--- src/rtl/gb_cpu_common_pkg.sv ---
// Shared Game Boy CPU types: register-file byte selectors, bus T-state
// encoding and the memory-map constants used by the bus controller.
package gb_cpu_common_pkg;

  typedef enum logic [3:0] {
    REG_B     = 4'h0,
    REG_C     = 4'h1,
    REG_D     = 4'h2,
    REG_E     = 4'h3,
    REG_H     = 4'h4,
    REG_L     = 4'h5,
    REG_A     = 4'h6,
    REG_F     = 4'h7,
    REG_IR    = 4'h8,
    REG_TMP_L = 4'h9,
    REG_TMP_H = 4'hA
  } regfile_r8_t;

  typedef enum logic [2:0] {
    IDLE,
    T1,
    T2,
    T3,
    T4
  } bus_tstate_t;

  localparam logic [15:0] HRAM_START    = 16'hFF80;
  localparam logic [15:0] HRAM_END      = 16'hFFFE;
  localparam logic [7:0]  OPEN_BUS_DATA = 8'hFF;

  // Only these three destinations are reachable from the data-bus write port.
  function automatic logic is_data_bus_dest(input regfile_r8_t dest);
    return (dest == REG_IR) || (dest == REG_TMP_L) || (dest == REG_TMP_H);
  endfunction

  function automatic logic in_hram(input logic [15:0] addr);
    return (addr >= HRAM_START) && (addr <= HRAM_END);
  endfunction

endpackage

--- src/rtl/gb_cpu_bus_ctrl_if.sv ---
// Request, system-bus and regfile data-bus signals of the CPU bus controller.
// The slave modport is the controller's view; master is the surrounding system.
interface gb_cpu_bus_ctrl_if
  import gb_cpu_common_pkg::*;
();

  logic        req_valid;
  logic        req_write;
  logic [15:0] req_addr;
  logic [7:0]  req_wdata;
  regfile_r8_t req_dest;
  logic        req_ready;
  logic        busy;

  logic [15:0] bus_addr;
  logic [7:0]  bus_wdata;
  logic [7:0]  bus_rdata;
  logic        bus_rd;
  logic        bus_wr;
  logic        oam_dma_active;

  regfile_r8_t data_bus_req;
  logic [7:0]  data_bus_data;
  logic        data_bus_wren;

  modport slave (
    input  req_valid, req_write, req_addr, req_wdata, req_dest,
    output req_ready, busy,
    output bus_addr, bus_wdata, bus_rd, bus_wr,
    input  bus_rdata, oam_dma_active,
    output data_bus_req, data_bus_data, data_bus_wren
  );

  modport master (
    output req_valid, req_write, req_addr, req_wdata, req_dest,
    input  req_ready, busy,
    input  bus_addr, bus_wdata, bus_rd, bus_wr,
    output bus_rdata, oam_dma_active,
    input  data_bus_req, data_bus_data, data_bus_wren
  );

endinterface

--- src/rtl/gb_cpu_bus_ctrl.sv ---
// Game Boy CPU bus controller: runs each M-cycle as T1..T4 on the system bus
// and returns read bytes to the regfile. Define GB_CPU_BUS_DMA_BLOCK_EN to
// block non-HRAM accesses while OAM DMA is active.
module gb_cpu_bus_ctrl
  import gb_cpu_common_pkg::*;
(
  input  logic               clk,
  input  logic               reset,
  gb_cpu_bus_ctrl_if.slave   bus
);

  bus_tstate_t state;
  logic        lat_write;
  logic        lat_blocked;
  regfile_r8_t lat_dest;
  logic        req_ready_q;
  logic        rd_q;
  logic        wr_q;
  logic        wren_q;
  logic        accept;
  logic        req_blocked;

  assign accept = bus.req_valid && req_ready_q;

`ifdef GB_CPU_BUS_DMA_BLOCK_EN
  assign req_blocked = bus.oam_dma_active && !in_hram(bus.req_addr);
`else
  logic unused_dma;
  assign unused_dma  = bus.oam_dma_active;
  assign req_blocked = 1'b0;
`endif

  // NOTE: all state and registered outputs use non-blocking assignments so
  // every register samples pre-edge values regardless of statement order.
  always_ff @(posedge clk) begin
    if (reset) begin
      state             <= IDLE;
      lat_write         <= 1'b0;
      lat_blocked       <= 1'b0;
      lat_dest          <= REG_IR;
      req_ready_q       <= 1'b1;
      bus.busy          <= 1'b0;
      bus.bus_addr      <= 16'h0000;
      bus.bus_wdata     <= 8'h00;
      rd_q              <= 1'b0;
      wr_q              <= 1'b0;
      bus.data_bus_req  <= REG_IR;
      bus.data_bus_data <= 8'h00;
      wren_q            <= 1'b0;
    end else begin
      wren_q <= 1'b0;
      case (state)
        IDLE, T4: begin
          if (accept) begin
            state         <= T1;
            lat_write     <= bus.req_write;
            lat_blocked   <= req_blocked;
            lat_dest      <= bus.req_dest;
            req_ready_q   <= 1'b0;
            bus.busy      <= 1'b1;
            bus.bus_addr  <= bus.req_addr;
            bus.bus_wdata <= bus.req_write ? bus.req_wdata : 8'h00;
            rd_q          <= !bus.req_write && !req_blocked;
            wr_q          <= 1'b0;
          end else begin
            state         <= IDLE;
            req_ready_q   <= 1'b1;
            bus.busy      <= 1'b0;
            bus.bus_addr  <= 16'h0000;
            bus.bus_wdata <= 8'h00;
            rd_q          <= 1'b0;
            wr_q          <= 1'b0;
          end
        end
        T1: begin
          state <= T2;
          wr_q  <= lat_write && !lat_blocked;
        end
        T2: state <= T3;
        T3: begin
          // End of T3 is the read sample point; a blocked read floats high.
          state             <= T4;
          req_ready_q       <= 1'b1;
          rd_q              <= 1'b0;
          wr_q              <= 1'b0;
          bus.data_bus_req  <= lat_dest;
          bus.data_bus_data <= lat_blocked ? OPEN_BUS_DATA : bus.bus_rdata;
          wren_q            <= !lat_write && is_data_bus_dest(lat_dest);
        end
        default: state <= IDLE;
      endcase
    end
  end

  // Strobes are cut the moment reset rises so an aborted cycle never
  // reaches memory or the regfile.
  assign bus.bus_rd        = rd_q && !reset;
  assign bus.bus_wr        = wr_q && !reset;
  assign bus.data_bus_wren = wren_q && !reset;
  assign bus.req_ready     = req_ready_q;

endmodule

--- src/flat_wrapper.sv ---
// flat-port wrapper written by rule: the top's interface ports become plain ports
module gb_cpu_bus_ctrl_flat import gb_cpu_common_pkg::*;
  (clk, reset, bus_req_valid, bus_req_write, bus_req_addr, bus_req_wdata, bus_req_dest, bus_req_ready, bus_busy, bus_bus_addr, bus_bus_wdata, bus_bus_rd, bus_bus_wr, bus_bus_rdata, bus_oam_dma_active, bus_data_bus_req, bus_data_bus_data, bus_data_bus_wren);
  gb_cpu_bus_ctrl_if bus_i ();
  input  logic clk;
  input  logic reset;
  input wire logic [$bits(bus_i.req_valid)-1:0] bus_req_valid;
  input wire logic [$bits(bus_i.req_write)-1:0] bus_req_write;
  input wire logic [$bits(bus_i.req_addr)-1:0] bus_req_addr;
  input wire logic [$bits(bus_i.req_wdata)-1:0] bus_req_wdata;
  input wire logic [$bits(bus_i.req_dest)-1:0] bus_req_dest;
  output wire logic [$bits(bus_i.req_ready)-1:0] bus_req_ready;
  output wire logic [$bits(bus_i.busy)-1:0] bus_busy;
  output wire logic [$bits(bus_i.bus_addr)-1:0] bus_bus_addr;
  output wire logic [$bits(bus_i.bus_wdata)-1:0] bus_bus_wdata;
  output wire logic [$bits(bus_i.bus_rd)-1:0] bus_bus_rd;
  output wire logic [$bits(bus_i.bus_wr)-1:0] bus_bus_wr;
  input wire logic [$bits(bus_i.bus_rdata)-1:0] bus_bus_rdata;
  input wire logic [$bits(bus_i.oam_dma_active)-1:0] bus_oam_dma_active;
  output wire logic [$bits(bus_i.data_bus_req)-1:0] bus_data_bus_req;
  output wire logic [$bits(bus_i.data_bus_data)-1:0] bus_data_bus_data;
  output wire logic [$bits(bus_i.data_bus_wren)-1:0] bus_data_bus_wren;
  assign bus_i.req_valid = bus_req_valid;
  assign bus_i.req_write = bus_req_write;
  assign bus_i.req_addr = bus_req_addr;
  assign bus_i.req_wdata = bus_req_wdata;
  assign bus_i.req_dest = bus_req_dest;
  assign bus_req_ready = bus_i.req_ready;
  assign bus_busy = bus_i.busy;
  assign bus_bus_addr = bus_i.bus_addr;
  assign bus_bus_wdata = bus_i.bus_wdata;
  assign bus_bus_rd = bus_i.bus_rd;
  assign bus_bus_wr = bus_i.bus_wr;
  assign bus_i.bus_rdata = bus_bus_rdata;
  assign bus_i.oam_dma_active = bus_oam_dma_active;
  assign bus_data_bus_req = bus_i.data_bus_req;
  assign bus_data_bus_data = bus_i.data_bus_data;
  assign bus_data_bus_wren = bus_i.data_bus_wren;
  gb_cpu_bus_ctrl u_core (.clk(clk), .reset(reset), .bus(bus_i));
endmodule
--- config.mk ---
export PLATFORM = sky130hd
export DESIGN_NAME = gb_cpu_bus_ctrl_flat
export DESIGN_NICKNAME = d
export VERILOG_FILES = /design/src/rtl/gb_cpu_common_pkg.sv /design/src/rtl/gb_cpu_bus_ctrl_if.sv /design/src/rtl/gb_cpu_bus_ctrl.sv /design/src/flat_wrapper.sv
export SDC_FILE = /design/constraint.sdc
export NUM_CORES = 1
export LEC_CHECK = 0
export ABC_AREA = 1
export CORE_UTILIZATION = 25
export CTS_BUF_LIST = sky130_fd_sc_hd__clkbuf_8 sky130_fd_sc_hd__clkbuf_16
export DETAILED_ROUTE_END_ITERATION = 8
export PLACE_DENSITY_LB_ADDON = 0.12
export SLEW_MARGIN = 20
export SYNTH_ARGS = -nofsm -noshare
export SYNTH_HDL_FRONTEND = slang
export SYNTH_SLANG_ARGS = --single-unit
--- constraint.sdc ---
create_clock -name clk -period 1.45 [get_ports clk]
set_input_delay 0.29 -clock clk [delete_from_list [all_inputs] [get_ports clk]]
set_output_delay 0.29 -clock clk [all_outputs]
set_load 0.01 [all_outputs]
==> reports/metrics.yaml, run 1 <==
worst_setup_path:
  worst-setup-path-type: "reg -> out"
  r2r_setup_slack_ns: 0.23
  arrival_ns: 1.08
  start_kind: "register"
  reg2reg_from: "u_core.state[1]"
  endpoint_kind: "primary output"
  rr_endpoint: "u_core.lat_dest[1]"
  critical-path-max-stage-delay_ns: 0.32
  cp_cell_sequence: "inv_1, nor2_1, clkdlybuf4s15_1"
  slowest_stage: "dfxtp_1"
  reg2reg_depth: 6
  required_ns: 1.16
  crit_fanout: 2
sta:
  slew_violations: 0
  setup_viol: 0
  relSlewSlack_pct: 80.8
  period_needed_ns: 1.37
  rsz0062_at_grt: "false"
  fin_skew_ns: 0.0111
  worst_pin_slew_ns: 0.287
  whs_ns: 0.452
  period_share_pct: 94.5
  tns_ns: 0
  hold_viol: 0
  max_freq_mhz: 730
floorplan:
  die_h_um: 92.0
  start_util_pct: 26.1
  die_x_um: 92.0
  rows: 32
  io_pins: 82
  die_area_um2: 8470
  coreArea_um2: 7770
job:
  maxCapViolations: 0
outcome:
  status: "finished, final reports clean"
routing:
  met2_length_um: 2340
  wl_met1_um: 2520
  drtAntennaViolNets: 0
  highest_layer: "met4"
  drc: 0
  routed_wire_length_per_instance_um: 10.9
  drt_pass1_iterations: 4
  via_per_inst: 4.03
  drt-total-wl_um: 5320
  drt-initial-drc-count: 69
  vias: 1970
  wl_met3_um: 414
global_route:
  grt_max_degree: 20
  grt_pass1_wl_um: 8610
  grt_pass1_vias: 1832
  overflow: 0
  grt_use_total_pct: 12.9
  antenna_found_initial: 0
pwr:
  fin_total_pwr_w: 0.00333
  seq_power_share_pct: 45.2
  switchingPower_w: 0.000967
  ir_worst_vdd_mv: 0.597
  p_sw_share_pct: 29.0
  powerDensity_nw_per_um2: 1090
  p_leak_nw: 1.45
  clockPowerShare_pct: 31.0
  p_comb_share_pct: 23.7
  internal_power_w: 0.00236
yosys:
  ys_seq_elements: 49
  synth_fp_nets: 345
  syn_inst: 304
  netlist_area_um2: 2030
  synth_area_per_cell_um2: 6.66
  yosysUniqueCellTypes: 15
  seq_area_frac_synth_pct: 48.4
  ys_warn_count: 0
clock_tree:
  cts_buffer_depth: 2
  cts-buffers-inserted: 5
  cts_max_level: 2
  post_cts_buffers: 0
  clock-root-buffer: "clkbuf_8"
  cts_tree: "yes"
  cts.sinks: 49
  insertion_delay_ns: 0.30
  cts.clk_slew.worst_paths_ns: 0.09
min_path:
  holdPathEnd: "u_core.bus.data_bus_req[0]"
  hp-class: "reg -> reg"
  hold_depth: 2
  worstHoldStart: "u_core.bus.data_bus_req[0]"
placement:
  dpl.hpwl_um: 3740
  portBuffers: 80
  place_inst: 481
  postPlaceCellArea_um2: 2990
  gp_congestion: 0.739
layout:
  layout.nets: 427
  final_cell_area_um2: 3060
  drive_gt1_share_pct: 6.46
  area_growth_pct: 51.1
  instances_no_fill: 489
  antenna_cells: 0
[per-layer routing]
layer,up-vias,GRT usage [%]
met4,0,3.52
met5,-,0
met1,831,15.4
met2,62,21.6
met3,6,4.81
li1,1071,-
[layout make-up]
| class | count | area (µm²) |
|---|---|---|
| Fill cell | 867 | 4710 |
| Sequential cell | 49 | 981 |
| Timing Repair Buffer | 93 | 872 |
| Clock inverter | 2 | 37.5 |
| Clock buffer | 6 | 82.6 |
| Multi-Input combinational cell | 208 | 851 |
| Tap cell | 102 | 128 |
| Inverter | 29 | 109 |
[stage by stage]
stage	setup WS [ns]	util (%)
2_1_floorplan	0.356	-
3_3_place_gp	-0.445	38.5
3_5_place_dp	-0.439	38.5
4_1_cts	0.0538	39.4
5_1_grt	0.00555	39.4
6_report	0.0796	39.4
[placed cells by master (no fill, tap or decap), types with 2 or more instances in the layout]
master,netlist,final
nor2_2,1,2
clkdlybuf4s50_1,0,38
clkbuf_8,0,6
buf_4,1,11
dfxtp_1,49,49
inv_1,28,28
nand3b_1,3,3
nand3_1,25,25
nand2_1,77,77
dlygate4sd2_1,0,41
nor2_1,89,88
a21oi_1,11,11
buf_12,0,2
[synth_stat cells]
cell type | number | area (µm²)
dfxtp_1 | 49 | 981
nor2_4 | 1 | 11.3
buf_1 | 1 | 3.75
buf_4 | 1 | 7.51
nand3_1 | 25 | 125
inv_2 | 1 | 3.75
nand2_1 | 77 | 289
nor2_1 | 89 | 334
nor2_2 | 1 | 6.26
nand3b_1 | 3 | 22.5
clkbuf_1 | 3 | 11.3
inv_1 | 28 | 105
o21ai_0 | 1 | 5.00
buf_2 | 13 | 65.1
a21oi_1 | 11 | 55.1
[cells by family (layout without fill, tap and decap cells)]
group                  after synthesis  after routing  share of synthesized area, %
flip-flops                          49             49                          48.4
AND/OR/NAND/NOR                    196            196                          38.9
buffers and inverters               47            130                          9.70
AO/OA/AOI/OAI                       12             12                          2.96
[power by group through the flow]
stage / Sequential, W / Clock [W] / Combinational [W]
after global routing: 0.00152 / 0.00114 / 0.000889
final: 0.00151 / 0.00103 / 0.000791
after floorplan: 0.00156 / 0 / 0.000416
after CTS: 0.00151 / 0.00108 / 0.000813
after global placement: 0.00154 / 0 / 0.000853
after detailed placement: 0.00154 / 0 / 0.000854
[registers in the layout (all words and copies together), names as in the netlist]
signal                    flops
u_core.bus.bus_addr          16
u_core.bus.bus_wdata          8
u_core.bus.data_bus_data      8
u_core.bus.data_bus_req       4
u_core.lat_dest               4
u_core.state                  3
u_core.bus.busy               1
u_core.bus.req_ready          1
u_core.lat_write              1
u_core.rd_q                   1
u_core.wr_q                   1
u_core.wren_q                 1
[worst max-delay path by stage]
stage | from | end | slack [ns] | cells after the start
2_1_floorplan | reset | bus_bus_wr | 0.36 | 3
3_3_place_gp | reset | bus_bus_rd | -0.44 | 3
3_5_place_dp | reset | bus_bus_rd | -0.44 | 3
4_1_cts | u_core.rd_q | bus_bus_rd | 0.05 | 3
5_1_grt | u_core.wr_q | bus_bus_wr | 0.006 | 3
6_report | u_core.rd_q | bus_bus_rd | 0.08 | 3
[what timing repair did]
item | 4_1_cts | 5_1_grt
hold buffers | 0 | 0
setup endpoints to repair | 41 | 1
hold endpoints to repair | 0 | 0
resized for setup | 42 | 1
cloned | 0 | 0
[critical path: cells and delay by family, from the launching register on]
kind                   cells  cell delay [ns]
flip-flops                 1             0.32
buffers and inverters      2             0.32
AND/OR/NAND/NOR            1             0.13
(Power assumes the default switching activity.)
==> run 2, diff against run 1 <==
Settings changed: SLEW_MARGIN 20 to 30.
==> results of run 2 <==
Final layout, timing and power as in run 1 (identical DEF).
==> run 3, diff against run 2 <==
Settings changed: TNS_END_PERCENT set to 20.
==> results of run 3 <==
Final layout, timing and power as in run 1 (identical DEF).
